==> config.mk <==
export PLATFORM = sky130hd
export DESIGN_NAME = pc_seq_cu
export DESIGN_NICKNAME = d
export VERILOG_FILES = /design/src/rtl/pc_seq_cu.sv
export SDC_FILE = /design/constraint.sdc
export NUM_CORES = 1
export LEC_CHECK = 0
export CORE_MARGIN = 2
export CORE_UTILIZATION = 40
export CTS_CLUSTER_SIZE = 25
export DETAILED_ROUTE_END_ITERATION = 10
export GPL_ROUTABILITY_DRIVEN = 0
export GPL_TIMING_DRIVEN = 0
export PLACE_DENSITY = 0.79
export SLEW_MARGIN = 15
export SYNTH_ARGS = -nofsm -noshare
export SYNTH_HDL_FRONTEND = slang
export SYNTH_SLANG_ARGS = --single-unit
==> constraint.sdc <==
create_clock -name clk -period 2.2 [get_ports clk]
set_input_delay 0.55 -clock clk [delete_from_list [all_inputs] [get_ports clk]]
set_output_delay 0.55 -clock clk [all_outputs]
set_load 0.03 [all_outputs]
==> src/rtl/pc_seq_cu.sv <==
// rtl/pc_seq_cu.sv - program counter sequencing control unit
// Ports:
//   clk, reset (async, active-low)
//   intr_req/intr_mask : per-channel interrupt requests and enables
//   mem_ready, ilen    : fetch handshake and predecoded instruction length
//   opcode, brx, flags : decoded fields and ALU flags used in DONE
//   pc_en, pc_load, pc_src, vec_idx : PC write control
//   byte_sel, if_en    : instruction byte fetch request
//   instr_done, intr_ack, ie : completion pulse, interrupt acknowledge, enable status
module pc_seq_cu #(
   parameter int NVEC = 4,
   parameter int MAXB = 3,
   parameter int VW   = 3,
   parameter int BW   = 2
) (
   input  logic            clk,
   input  logic            reset,
   input  logic [NVEC-1:0] intr_req,
   input  logic [NVEC-1:0] intr_mask,
   input  logic            mem_ready,
   input  logic [BW:0]     ilen,
   input  logic [3:0]      opcode,
   input  logic [1:0]      brx,
   input  logic            z_flag,
   input  logic            n_flag,
   input  logic            c_flag,
   input  logic            v_flag,
   output logic            pc_en,
   output logic            pc_load,
   output logic [1:0]      pc_src,
   output logic [VW-1:0]   vec_idx,
   output logic [BW-1:0]   byte_sel,
   output logic            if_en,
   output logic            instr_done,
   output logic [NVEC-1:0] intr_ack,
   output logic            ie
);

   typedef enum logic [2:0] {RESET, FETCH, FETCHX, DONE, INTR} state_t;

   state_t          state, state_nx;
   logic            ie_q;
   logic [BW:0]     len_q;
   logic [BW-1:0]   cnt;
   logic [VW-1:0]   w_q;

   logic [NVEC-1:0] active;
   logic            pend;
   logic [VW-1:0]   win;
   logic [BW:0]     eff_len;
   logic            last_byte;
   logic            br_flag;

   assign active = intr_req & intr_mask;
   assign pend   = ie_q & (|active);
   assign ie     = ie_q;

   // Lowest index wins: scan from the top so the lowest set bit is written last.
   always_comb begin
      win = '0;
      for (int k = NVEC - 1; k >= 0; k--) begin
         if (active[k]) win = VW'(k);
      end
   end

   // Out-of-range lengths degrade to a single-byte instruction.
   assign eff_len = (ilen != '0 && ilen <= (BW+1)'(MAXB)) ? ilen : (BW+1)'(1);

   assign last_byte = ({1'b0, cnt} == (len_q - (BW+1)'(1)));

   always_comb begin
      case (brx)
         2'd0:    br_flag = z_flag;
         2'd1:    br_flag = n_flag;
         2'd2:    br_flag = c_flag;
         default: br_flag = v_flag;
      endcase
   end

   always_ff @(posedge clk or negedge reset) begin
      if (!reset) state <= RESET;
      else        state <= state_nx;
   end

   always_comb begin
      state_nx   = state;
      pc_en      = 1'b0;
      pc_load    = 1'b0;
      pc_src     = 2'b00;
      vec_idx    = '0;
      byte_sel   = '0;
      if_en      = 1'b0;
      instr_done = 1'b0;
      intr_ack   = '0;
      case (state)
         RESET: begin
            pc_en    = 1'b1;
            pc_load  = 1'b1;
            state_nx = FETCH;
         end
         FETCH: begin
            // A pending interrupt pre-empts the fetch even when memory is ready.
            if (pend) begin
               state_nx = INTR;
            end else begin
               if_en = 1'b1;
               if (mem_ready) begin
                  pc_en    = 1'b1;
                  state_nx = (eff_len == (BW+1)'(1)) ? DONE : FETCHX;
               end
            end
         end
         FETCHX: begin
            if_en    = 1'b1;
            byte_sel = cnt;
            if (mem_ready) begin
               pc_en = 1'b1;
               if (last_byte) state_nx = DONE;
            end
         end
         DONE: begin
            instr_done = 1'b1;
            state_nx   = FETCH;
            case (opcode)
               4'd9: begin
                  if (br_flag) begin
                     pc_en   = 1'b1;
                     pc_load = 1'b1;
                     pc_src  = 2'b10;
                  end
               end
               4'd10: begin
                  if (!z_flag) begin
                     pc_en   = 1'b1;
                     pc_load = 1'b1;
                     pc_src  = 2'b10;
                  end
               end
               4'd11: begin
                  pc_en   = 1'b1;
                  pc_load = 1'b1;
                  pc_src  = brx[1] ? 2'b11 : 2'b10;
               end
               default: ;
            endcase
         end
         INTR: begin
            pc_en    = 1'b1;
            pc_load  = 1'b1;
            vec_idx  = w_q + VW'(1);
            intr_ack = NVEC'(1) << w_q;
            state_nx = FETCH;
         end
         default: state_nx = RESET;
      endcase
   end

   always_ff @(posedge clk or negedge reset) begin
      if (!reset) begin
         ie_q  <= 1'b1;
         len_q <= (BW+1)'(1);
         cnt   <= '0;
         w_q   <= '0;
      end else begin
         case (state)
            FETCH: begin
               // Winner is frozen here so request changes during INTR are ignored.
               if (pend) begin
                  w_q <= win;
               end else if (mem_ready) begin
                  len_q <= eff_len;
                  cnt   <= BW'(1);
               end
            end
            FETCHX: begin
               if (mem_ready) cnt <= cnt + BW'(1);
            end
            DONE: begin
               if (opcode == 4'd11 && brx == 2'd3) ie_q <= 1'b1;
            end
            INTR: begin
               ie_q <= 1'b0;
            end
            default: ;
         endcase
      end
   end

endmodule

==> results of run 1 <==
what timing repair did:
item | CTS | global route
endpoints found under the setup margin | 15 | 6
pin swaps | 8 | 3
setup buffers | 4 | 3
gates resized for setup | 84 | 7
worst reg2reg max path: stages, from the launching register on:
cell and delay [ps]:
sky130_fd_sc_hd__dfrtp_2 470, sky130_fd_sc_hd__buf_4 160, sky130_fd_sc_hd__nor3b_4 340, sky130_fd_sc_hd__nand2_2 110, sky130_fd_sc_hd__buf_4 150, sky130_fd_sc_hd__a311o_1 290
routing by layer:
| metal | up-vias | share of wire [%] | global-route usage, % |
|---|---|---|---|
| li1 | 422 | - | - |
| met1 | 428 | 40 | 19.92 |
| met2 | 40 | 51 | 33.78 |
| met3 | 2 | 7.2 | 3.939 |
| met4 | 0 | 0.96 | 4.167 |
| met5 | - | 0 | 0 |
metrics by stage:
stage,util (%),worst slack (ps),power (mW)
after global placement,64.03,-869.1,1.065
after detailed placement,64.03,-899.4,1.095
final,67.92,-6.737,1.321
after CTS,67.28,-54.29,1.290
after global routing,67.92,-51.15,1.423
after floorplan,-,34.11,0.8478
final timing paths:
path / from / end / slack (ps) / cells after the start
setup / recovery: n_flag / pc_en / -7 / 6
hold / removal: len_q[2] / len_q[2] / 510 / 1
setup reg to reg: state[1] / cnt[1] / 550 / 5
hold reg to reg: len_q[2] / len_q[2] / 510 / 1
max in group asynchronous: reset / state[0] / 1220 / 1
min in group asynchronous: reset / len_q[1] / 620 / 1
cells by family after synthesis:
| family | Yosys count | synth area share (%) |
|---|---|---|
| simple gates | 34 | 27.14 |
| compound gates | 21 | 17.39 |
| flops | 11 | 33.28 |
| buf+inv | 9 | 4.498 |
| mux | 5 | 7.046 |
| fa+ha+maj | 5 | 7.496 |
| xor+xnor | 3 | 3.149 |
report_power, final:
part           switching (mW)  leakage [nW]  internal [mW]
Sequential              0.107         0.131          0.291
Combinational           0.404         0.544          0.389
Clock                  0.0608        0.0150         0.0699
layout by cell type (no fill, tap or decap), types with 2 or more instances in the layout:
| master | synthesis | layout |
|---|---|---|
| sky130_fd_sc_hd__dlygate4sd2_1 | 0 | 19 |
| sky130_fd_sc_hd__o21ai_2 | 1 | 2 |
| sky130_fd_sc_hd__nand2_1 | 5 | 3 |
| sky130_fd_sc_hd__a21oi_1 | 6 | 6 |
| sky130_fd_sc_hd__nor2b_1 | 3 | 3 |
| sky130_fd_sc_hd__buf_4 | 1 | 8 |
| sky130_fd_sc_hd__nor2_1 | 3 | 2 |
| sky130_fd_sc_hd__a31oi_1 | 3 | 2 |
| sky130_fd_sc_hd__dfrtp_1 | 9 | 7 |
| sky130_fd_sc_hd__ha_1 | 5 | 5 |
| sky130_fd_sc_hd__clkbuf_4 | 0 | 3 |
| sky130_fd_sc_hd__and3_1 | 7 | 7 |
| sky130_fd_sc_hd__clkdlybuf4s15_1 | 0 | 2 |
| sky130_fd_sc_hd__clkdlybuf4s50_1 | 0 | 6 |
| sky130_fd_sc_hd__dfstp_2 | 2 | 2 |
| sky130_fd_sc_hd__nand3b_1 | 2 | 2 |
| sky130_fd_sc_hd__nand2_2 | 1 | 3 |
| sky130_fd_sc_hd__clkbuf_1 | 2 | 2 |
| sky130_fd_sc_hd__buf_2 | 0 | 4 |
| sky130_fd_sc_hd__inv_1 | 6 | 6 |
| sky130_fd_sc_hd__xor2_1 | 2 | 2 |
| sky130_fd_sc_hd__mux2_4 | 1 | 3 |
| sky130_fd_sc_hd__buf_6 | 0 | 4 |
| sky130_fd_sc_hd__dfrtp_2 | 0 | 2 |
| sky130_fd_sc_hd__clkbuf_2 | 0 | 4 |
| sky130_fd_sc_hd__o21ai_0 | 3 | 2 |
| sky130_fd_sc_hd__a22o_1 | 2 | 2 |
cell type report:
| cell class | count | share of cell area, % |
|---|---|---|
| plain buffers | 3 | 1.221 |
| clock buffers | 4 | 1.972 |
| well taps | 27 | 2.535 |
| inverters | 6 | 1.690 |
| flip-flops and latches | 11 | 21.03 |
| repair buffers | 45 | 28.45 |
| multi-input cells | 68 | 43.10 |
flip-flops by register name, indices dropped and copies added, names as in the netlist:
| signal | flops |
|---|---|
| ie | 1 |
| len_q | 3 |
| cnt | 2 |
| state | 3 |
| w_q | 2 |
==> flow_metrics.py, run 1 <==
metrics = {
    "clock_tree": {
        "cts.sinks": 11,
        "ctsHoldBuffers": 0,
        "source_to_sink_clock_delay_at_the_later_pin_of_the_worst_skew_pair_ps": 260,
        "clkTransAtPathRegs_ps": 60,
        "root_buffer": "sky130_fd_sc_hd__clkbuf_4",
        "cts_made_buffers": 3,
        "cts_max_level": 1,
        "tritoncts": "done",
        "cts.path.max_buffers": 2,
    },
    "setup_path": {
        "cp.arrival_ps": 1660,
        "path_max_fanout": 3,
        "worst_path_max_delay_cell": "sky130_fd_sc_hd__a311o_2",
        "critical_path.endpoint_type": "output pin",
        "worstSetupPathType": "in2out",
        "timing.critical_path.cells": "clkdlybuf4s15_1 -> mux2_4 -> nand3_4 -> a31oi_4 -> a311o_2 -> buf_6",
        "cp_data_required_time_ps": 1650,
        "startpoint_type": "input port",
        "worst_path_dominant_cell_family": "compound AO/OA/AOI/OAI gates",
        "slowest_delay_ps": 330,
        "critPathBufInv": 2,
    },
    "grt": {
        "grt_first_pass_wirelength_mm": 3.539,
        "grt.total_usage_pct": 17.82,
        "grt_antenna_before_repair": 0,
        "grt.overflow.total": 0,
        "maximum_number_of_pins_on_one_net_before_global_route_repair": 12,
        "first_global_vias": 819,
    },
    "layout": {
        "antenna_cells": 0,
        "drive_above_1_share_pct": 33.58,
        "area_growth_pct": 59.67,
        "multi_input_area_um2": 574.3,
        "regArea_um2": 280.3,
        "layoutNonFillerInstCount": 164,
        "layout.cell_area.non_filler_mm2": 0.001333,
        "number_of_nets_at_the_end_of_the_flow": 167,
        "num-fill-cells": 184,
    },
    "synthesis": {
        "asr_flop_ratio_synth_pct": 100.0,
        "ys.warnings.count": 0,
        "post_synthesis_area_per_instance_um2": 9.484,
        "synth_largest_type_area_fraction_pct": 26.99,
        "yosys.cell_count.top_type": "sky130_fd_sc_hd__dfrtp_1",
        "synth_sequential_area_ratio_pct": 33.28,
        "number_of_synthesized_register_bits": 11,
        "synth.distinct_cells": 39,
        "synthesis.nets": 117,
        "postSynthCellCount": 88,
        "synth_area_leader_cell": "sky130_fd_sc_hd__dfrtp_1",
        "syn_area_um2": 834.6,
        "synth-edff-count": 0,
        "synth.area.top_cells": "sky130_fd_sc_hd__dfrtp_1 (27%), sky130_fd_sc_hd__ha_1 (7.5%), sky130_fd_sc_hd__dfstp_2 (6.3%), sky130_fd_sc_hd__and3_1 (5.2%), sky130_fd_sc_hd__mux2_2 (4.0%)",
        "synth_common_cells": "sky130_fd_sc_hd__dfrtp_1 (9), sky130_fd_sc_hd__and3_1 (7), sky130_fd_sc_hd__a21oi_1 (6), sky130_fd_sc_hd__inv_1 (6)",
        "synth-main-ff-cell": "sky130_fd_sc_hd__dfrtp_1",
    },
    "die": {
        "starting_utilization_of_the_core_area_pct": 42.54,
        "die_w_um": 49.68,
        "row_count": 16,
        "io_pins": 40,
        "die-height_um": 49.68,
        "core-area_mm2": 0.001962,
        "floorplan.die_area_mm2": 0.002468,
    },
    "sta": {
        "unrepaired_setup_endpoints_after_global_routing": "true",
        "finalSetupViolCount": 1,
        "hold_viol_final": 0,
        "tns_ps": -6.737,
        "layout_min_cycle_time_ps": 2207,
        "fmax_mhz": 453.2,
        "final_critical_path_setup_slack_ps": -6.737,
        "skew_ps": 3.240,
        "min_period_over_period_pct": 100.3,
        "slew_headroom_pct": 67.19,
        "finalMaxSlewViolations": 0,
        "least_margin_pin_slew_ps": 490.6,
        "hold_ws_ps": 512.5,
    },
    "placement": {
        "place_area_mm2": 0.001256,
        "io_buffer_count": 38,
        "dp.final_hpwl_mm": 1.658,
        "place.detailed.instances": 153,
    },
    "job": {
        "maxCapViolCount": 0,
    },
    "routing": {
        "post_route_ant_nets": 0,
        "route.detailed.vias_per_inst": 5.439,
        "route.detailed.drc": 0,
        "drtPass1Iterations": 4,
        "detail_route.wirelength_mm": 2.178,
        "drt_iter0_drc": 27,
        "avgRoutedWirePerCell_um": 13.28,
        "route.vias.total": 892,
    },
    "hold_path": {
        "worstHoldPathType": "reg2reg",
    },
    "power": {
        "power_per_cell_area_mw_per_mm2": 991.6,
        "power.leakage_nw": 0.6906,
        "peakVddDrop_v": 0.0006535,
    },
    "outcome": {
        "violations": "negative setup slack",
        "run_status": "finished with violations",
    },
}
Power figures use the tool's default switching activity.
==> inputs of run 2 (changes only) <==
--- a/config.mk
+++ b/config.mk
@@ -11,7 +11,9 @@
 export DETAILED_ROUTE_END_ITERATION = 10
 export GPL_ROUTABILITY_DRIVEN = 0
 export GPL_TIMING_DRIVEN = 0
-export PLACE_DENSITY = 0.79
+export HOLD_SLACK_MARGIN = 0.15
+export PLACE_DENSITY = 0.75
+export RECOVER_POWER = 50
 export SLEW_MARGIN = 15
 export SYNTH_ARGS = -nofsm -noshare
 export SYNTH_HDL_FRONTEND = slang
==> run 2 against run 1 <==
The flow now finishes without violations. Utilization is 0.57 points lower. Global-route usage is 0.77 points higher. Clock-buffer cell count stayed put. Critical endpoint unchanged. Highest routed layer unchanged.
==> flow_metrics.py, run 2 (synthesis gave the netlist of run 1 again) <==
metrics = {
    "sta": {
        "hold_viol_final": 0,
        "min_period_over_period_pct": 99.59,
        "layout_min_cycle_time_ps": 2191,
        "least_margin_pin_slew_ps": 505.0,
        "fmax_mhz": 456.4,
        "tns_ps": 0,
        "unrepaired_setup_endpoints_after_global_routing": "true",
        "finalMaxSlewViolations": 0,
        "skew_ps": 4.927,
        "slew_headroom_pct": 66.22,
        "finalSetupViolCount": 0,
    },
    "clock_tree": {
        "cts.sinks": 11,
        "cts_max_level": 1,
        "cts.path.max_buffers": 2,
        "source_to_sink_clock_delay_at_the_later_pin_of_the_worst_skew_pair_ps": 270,
        "root_buffer": "sky130_fd_sc_hd__clkbuf_4",
        "tritoncts": "done",
        "cts_made_buffers": 3,
        "ctsHoldBuffers": 0,
        "clkTransAtPathRegs_ps": 70,
    },
    "grt": {
        "first_global_vias": 805,
        "maximum_number_of_pins_on_one_net_before_global_route_repair": 12,
        "grt_first_pass_wirelength_mm": 3.546,
        "grt.overflow.total": 0,
        "grt_antenna_before_repair": 0,
        "grt.total_usage_pct": 18.59,
    },
    "setup_path": {
        "cp_data_required_time_ps": 1650,
        "timing.critical_path.cells": "dlygate4sd2_1 -> a22o_1 -> o21ai_2 -> a311o_2 -> buf_6",
        "critical_path.endpoint_type": "output pin",
        "worst_path_dominant_cell_family": "compound AO/OA/AOI/OAI gates",
        "slowest_delay_ps": 260,
        "worstSetupPathType": "in2out",
        "cp.arrival_ps": 1640,
        "startpoint_type": "input port",
        "worst_path_max_delay_cell": "sky130_fd_sc_hd__a22o_1",
        "path_max_fanout": 3,
        "critPathBufInv": 2,
    },
    "layout": {
        "antenna_cells": 0,
        "layoutNonFillerInstCount": 163,
        "drive_above_1_share_pct": 32.35,
        "num-fill-cells": 176,
        "area_growth_pct": 58.32,
        "number_of_nets_at_the_end_of_the_flow": 166,
        "most-common-layout-cells": "sky130_fd_sc_hd__dlygate4sd2_1 (19), sky130_fd_sc_hd__and3_1 (7), sky130_fd_sc_hd__dfrtp_1 (7)",
        "most_frequent_standard_cell_in_the_layout_excluding_fill_and_tap_cells": "sky130_fd_sc_hd__dlygate4sd2_1",
        "largest_registers": "len_q (3), state (3)",
    },
    "job": {
        "maxCapViolCount": 0,
    },
    "die": {
        "io_pins": 40,
        "die-height_um": 49.68,
        "row_count": 16,
        "starting_utilization_of_the_core_area_pct": 42.54,
        "floorplan.die_area_mm2": 0.002468,
        "core-area_mm2": 0.001962,
        "die_w_um": 49.68,
    },
    "routing": {
        "drtPass1Iterations": 4,
        "post_route_ant_nets": 0,
        "route.detailed.drc": 0,
        "drt_iter0_drc": 17,
        "detail_route.wirelength_mm": 2.142,
        "route.detailed.vias_per_inst": 5.288,
        "avgRoutedWirePerCell_um": 13.14,
        "route.vias.total": 862,
    },
    "placement": {
        "io_buffer_count": 38,
        "dp.final_hpwl_mm": 1.610,
        "place.detailed.instances": 153,
    },
    "power": {
        "peakVddDrop_v": 0.0005632,
        "power_per_cell_area_mw_per_mm2": 975.2,
        "power.leakage_nw": 0.6825,
    },
    "hold_path": {
        "worstHoldPathType": "reg2reg",
    },
    "outcome": {
        "run_status": "completed",
    },
}
-- run 2: cell type report --
cell class	count	area (µm²)	area share [%]
multi-input combinational	68	569.3	43.09
timing repair buffer	44	372.9	28.22
sequential	11	280.3	21.21
tap	27	33.78	2.557
clock buffer	4	26.28	1.989
inverter	6	22.52	1.705
buffer	3	16.27	1.231
-- run 2: worst reg2reg max path: stages, from the launching register on --
cell                      delay (ps)
sky130_fd_sc_hd__dfstp_1         540
sky130_fd_sc_hd__inv_1            70
sky130_fd_sc_hd__ha_1            300
sky130_fd_sc_hd__xor2_1          160
sky130_fd_sc_hd__a41oi_1         210
sky130_fd_sc_hd__o21ai_0         110
-- run 2: worst paths after layout --
path                         startpoint  endpoint  slack, ps  cells after the start
hold reg to reg                len_q[1]  len_q[1]        520                      1
min in group asynchronous         reset    cnt[0]        680                      1
setup / recovery           intr_mask[0]     pc_en          9                      5
setup reg to reg               len_q[0]  state[0]        690                      5
hold / removal                 len_q[1]  len_q[1]        520                      1
max in group asynchronous         reset  state[1]       1150                      1
-- run 2: per-layer routing --
layer / global-route usage [%] / up-vias / routed length (µm)
met4: 8.333 / 0 / 36
met1: 24.14 / 406 / 879
met5: 0 / - / 0
met2: 29.78 / 36 / 1090
li1: - / 415 / -
met3: 3.636 / 5 / 136
-- run 2: per-stage QoR --
step	total power [mW]	util, %	cell area [µm²]	setup slack (ps)	hold slack, ps
final	1.288	67.35	1321	9.063	523.8
after global routing	1.390	67.35	1321	-41.96	535.9
after CTS	1.252	67.09	1316	-44.98	521.5
after detailed placement	1.090	64.03	1256	-890.9	501.1
after global placement	1.065	64.03	1256	-868.8	495.7
after floorplan	0.8478	-	842.1	34.11	254.4
-- run 2: power by group --
part,leakage [nW],switching [mW],total [mW],internal (mW)
logic,0.538,0.388,0.747,0.359
registers,0.130,0.112,0.401,0.289
clock network,0.0150,0.0703,0.141,0.0702
total,0.683,0.571,1.29,0.718
-- run 2: what timing repair did --
item	in CTS	in global routing
setup buffers	3	3
endpoints found under the hold margin	0	0
pin swaps	6	3
gates resized for setup	78	10
endpoints found under the setup margin	15	7
==> inputs of run 3 (changes only) <==
--- a/config.mk
+++ b/config.mk
@@ -13,7 +13,6 @@
 export GPL_TIMING_DRIVEN = 0
 export HOLD_SLACK_MARGIN = 0.15
 export PLACE_DENSITY = 0.75
-export RECOVER_POWER = 50
 export SLEW_MARGIN = 15
 export SYNTH_ARGS = -nofsm -noshare
 export SYNTH_HDL_FRONTEND = slang
==> run 3 against run 2 <==
Combinational power about the same. Clock power about the same. Sequential cell count unchanged. Sequential power about the same. Maximum frequency about the same. Utilization unchanged. Die area unchanged. Clock-buffer cell count unchanged. Routed wire length increased by 0.84%. Register-to-register slack improved by 20 ps. Critical path type unchanged.
==> flow_metrics.py, run 3 (synthesis gave the netlist of run 1 again) <==
metrics = {
    "power": {
        "finalPower_mw": 1.292,
        "switching_share_pct": 44.21,
        "peakVddDrop_v": 0.0005684,
        "netSwitchingPower_uw": 571.1,
        "power_per_cell_area_mw_per_mm2": 977.7,
        "p_clk_share_pct": 10.9,
        "seq_power_share_pct": 31.2,
        "p_comb_share_pct": 57.8,
        "power.leakage_nw": 0.6840,
        "p_int_uw": 720.7,
    },
    "grt": {
        "grt.total_usage_pct": 18.59,
        "maximum_number_of_pins_on_one_net_before_global_route_repair": 12,
        "first_global_vias": 805,
        "grt.overflow.total": 0,
        "grt_first_pass_wirelength_mm": 3.546,
        "grt_antenna_before_repair": 0,
    },
    "die": {
        "floorplan.die_area_mm2": 0.002468,
        "die_w_um": 49.68,
        "die-height_um": 49.68,
        "row_count": 16,
        "core-area_mm2": 0.001962,
        "io_pins": 40,
        "starting_utilization_of_the_core_area_pct": 42.54,
    },
    "routing": {
        "route.detailed.drc": 0,
        "drtPass1Iterations": 4,
        "detail_route.wirelength_mm": 2.160,
        "post_route_ant_nets": 0,
        "avgRoutedWirePerCell_um": 13.25,
        "route.detailed.vias_per_inst": 5.282,
        "drt_iter0_drc": 17,
        "route.vias.total": 861,
    },
    "setup_path": {
        "cp.arrival_ps": 1640,
        "critical_path.reg2reg.startpoint": "len_q[0]",
        "timing.critical_path.cells": "buf_8 -> mux2_4 -> nand3b_1 -> a31oi_4 -> a311o_2 -> buf_6",
        "startpoint_type": "input port",
        "critical_path.endpoint_type": "output pin",
        "critical_path.reg2reg.endpoint": "state[0]",
        "path_max_fanout": 3,
        "slowest_delay_ps": 320,
        "reg2reg_slack_ps": 710,
        "worstSetupPathType": "in2out",
        "worstRegToRegCells": 5,
        "worst_path_max_delay_cell": "sky130_fd_sc_hd__a311o_2",
        "cp_data_required_time_ps": 1650,
    },
    "job": {
        "maxCapViolCount": 0,
    },
    "layout": {
        "postLayoutCoreUtil_pct": 67.35,
        "layout.cell_area.non_filler_mm2": 0.001321,
        "largest_registers": "len_q (3), state (3)",
        "most_frequent_standard_cell_in_the_layout_excluding_fill_and_tap_cells": "sky130_fd_sc_hd__dlygate4sd2_1",
        "number_of_nets_at_the_end_of_the_flow": 166,
        "area_growth_pct": 58.32,
        "drive_above_1_share_pct": 33.09,
        "most-common-layout-cells": "sky130_fd_sc_hd__dlygate4sd2_1 (19), sky130_fd_sc_hd__buf_4 (8), sky130_fd_sc_hd__and3_1 (7), sky130_fd_sc_hd__dfrtp_1 (7)",
        "antenna_cells": 0,
    },
    "placement": {
        "place_area_mm2": 0.001256,
        "io_buffer_count": 38,
        "dp.final_hpwl_mm": 1.610,
    },
    "clock_tree": {
        "ctsHoldBuffers": 0,
        "clkTransAtPathRegs_ps": 70,
        "cts.sinks": 11,
        "cts_made_buffers": 3,
        "root_buffer": "sky130_fd_sc_hd__clkbuf_4",
        "source_to_sink_clock_delay_at_the_later_pin_of_the_worst_skew_pair_ps": 270,
        "tritoncts": "done",
        "cts_max_level": 1,
        "cts.path.max_buffers": 2,
    },
    "sta": {
        "layout_min_cycle_time_ps": 2191,
        "slew_headroom_pct": 64.90,
        "hold_viol_final": 0,
        "hold_ws_ps": 528.6,
        "min_period_over_period_pct": 99.57,
        "fmax_mhz": 456.5,
        "least_margin_pin_slew_ps": 524.9,
        "skew_ps": 5.507,
        "unrepaired_setup_endpoints_after_global_routing": "true",
        "finalSetupViolCount": 0,
        "finalMaxSlewViolations": 0,
    },
    "hold_path": {
        "hold_path_depth": 1,
        "worst_hold_startpoint": "len_q[1]",
        "destination_of_the_worst_hold_path": "len_q[1]",
        "worstHoldPathType": "reg2reg",
    },
    "outcome": {
        "run_status": "completed",
    },
}
==> run 3: worst max path at each step <==
| stage | from | end | slack [ps] | cells after the start |
|---|---|---|---|---|
| final | brx[1] | pc_en | 9 | 6 |
| after global routing | brx[1] | pc_en | -40 | 6 |
| after CTS | brx[1] | pc_en | -40 | 6 |
| after detailed placement | brx[1] | pc_load | -890 | 6 |
| after global placement | brx[1] | pc_en | -870 | 6 |
| after floorplan | brx[1] | pc_en | 30 | 4 |
==> run 3: cell type report <==
type / count / area (µm²)
plain buffers: 3 / 16.27
clock buffers: 4 / 26.28
fillers: 176 / 640.6
inverters: 6 / 22.52
multi-input cells: 68 / 569.3
flip-flops and latches: 11 / 280.3
well taps: 27 / 33.78
repair buffers: 44 / 372.9
==> run 3: stage by stage <==
stage / setup TNS, ps / cells / worst slack (ps)
after floorplan: 0 / 88 / 34.11
after global placement: -4148 / 153 / -868.8
after detailed placement: -4447 / 153 / -890.9
after CTS: -44.98 / 160 / -44.98
after global routing: -99.87 / 163 / -41.96
final: 0 / 163 / 9.464
==> run 3: what timing repair did <==
action,in CTS,in global routing
pin swaps,6,3
endpoints found under the setup margin,15,7
gates resized for setup,78,10
setup buffers,3,3
==> run 3: power groups by stage <==
stage	clock network [mW]	registers, mW	logic (mW)
CTS	0.144	0.402	0.707
detailed placement	0	0.393	0.697
floorplan	0	0.387	0.461
global route	0.157	0.413	0.823
global placement	0	0.386	0.679
finish	0.141	0.403	0.747
==> run 3: per-layer routing <==
| layer | share of wire [%] | GRT usage, % | up-vias |
|---|---|---|---|
| met4 | 1.7 | 8.333 | 0 |
| li1 | - | - | 415 |
| met1 | 41 | 24.14 | 403 |
| met5 | 0 | 0 | - |
| met2 | 50 | 29.78 | 38 |
| met3 | 6.9 | 3.636 | 5 |
==> run 3: critical path, delay by kind of cell <==
kind	cells	cell delay, ps
and+or+nand+nor	1	140
buffers and inverters	2	240
AOI/OAI and AO/OA	2	420
muxes	1	280
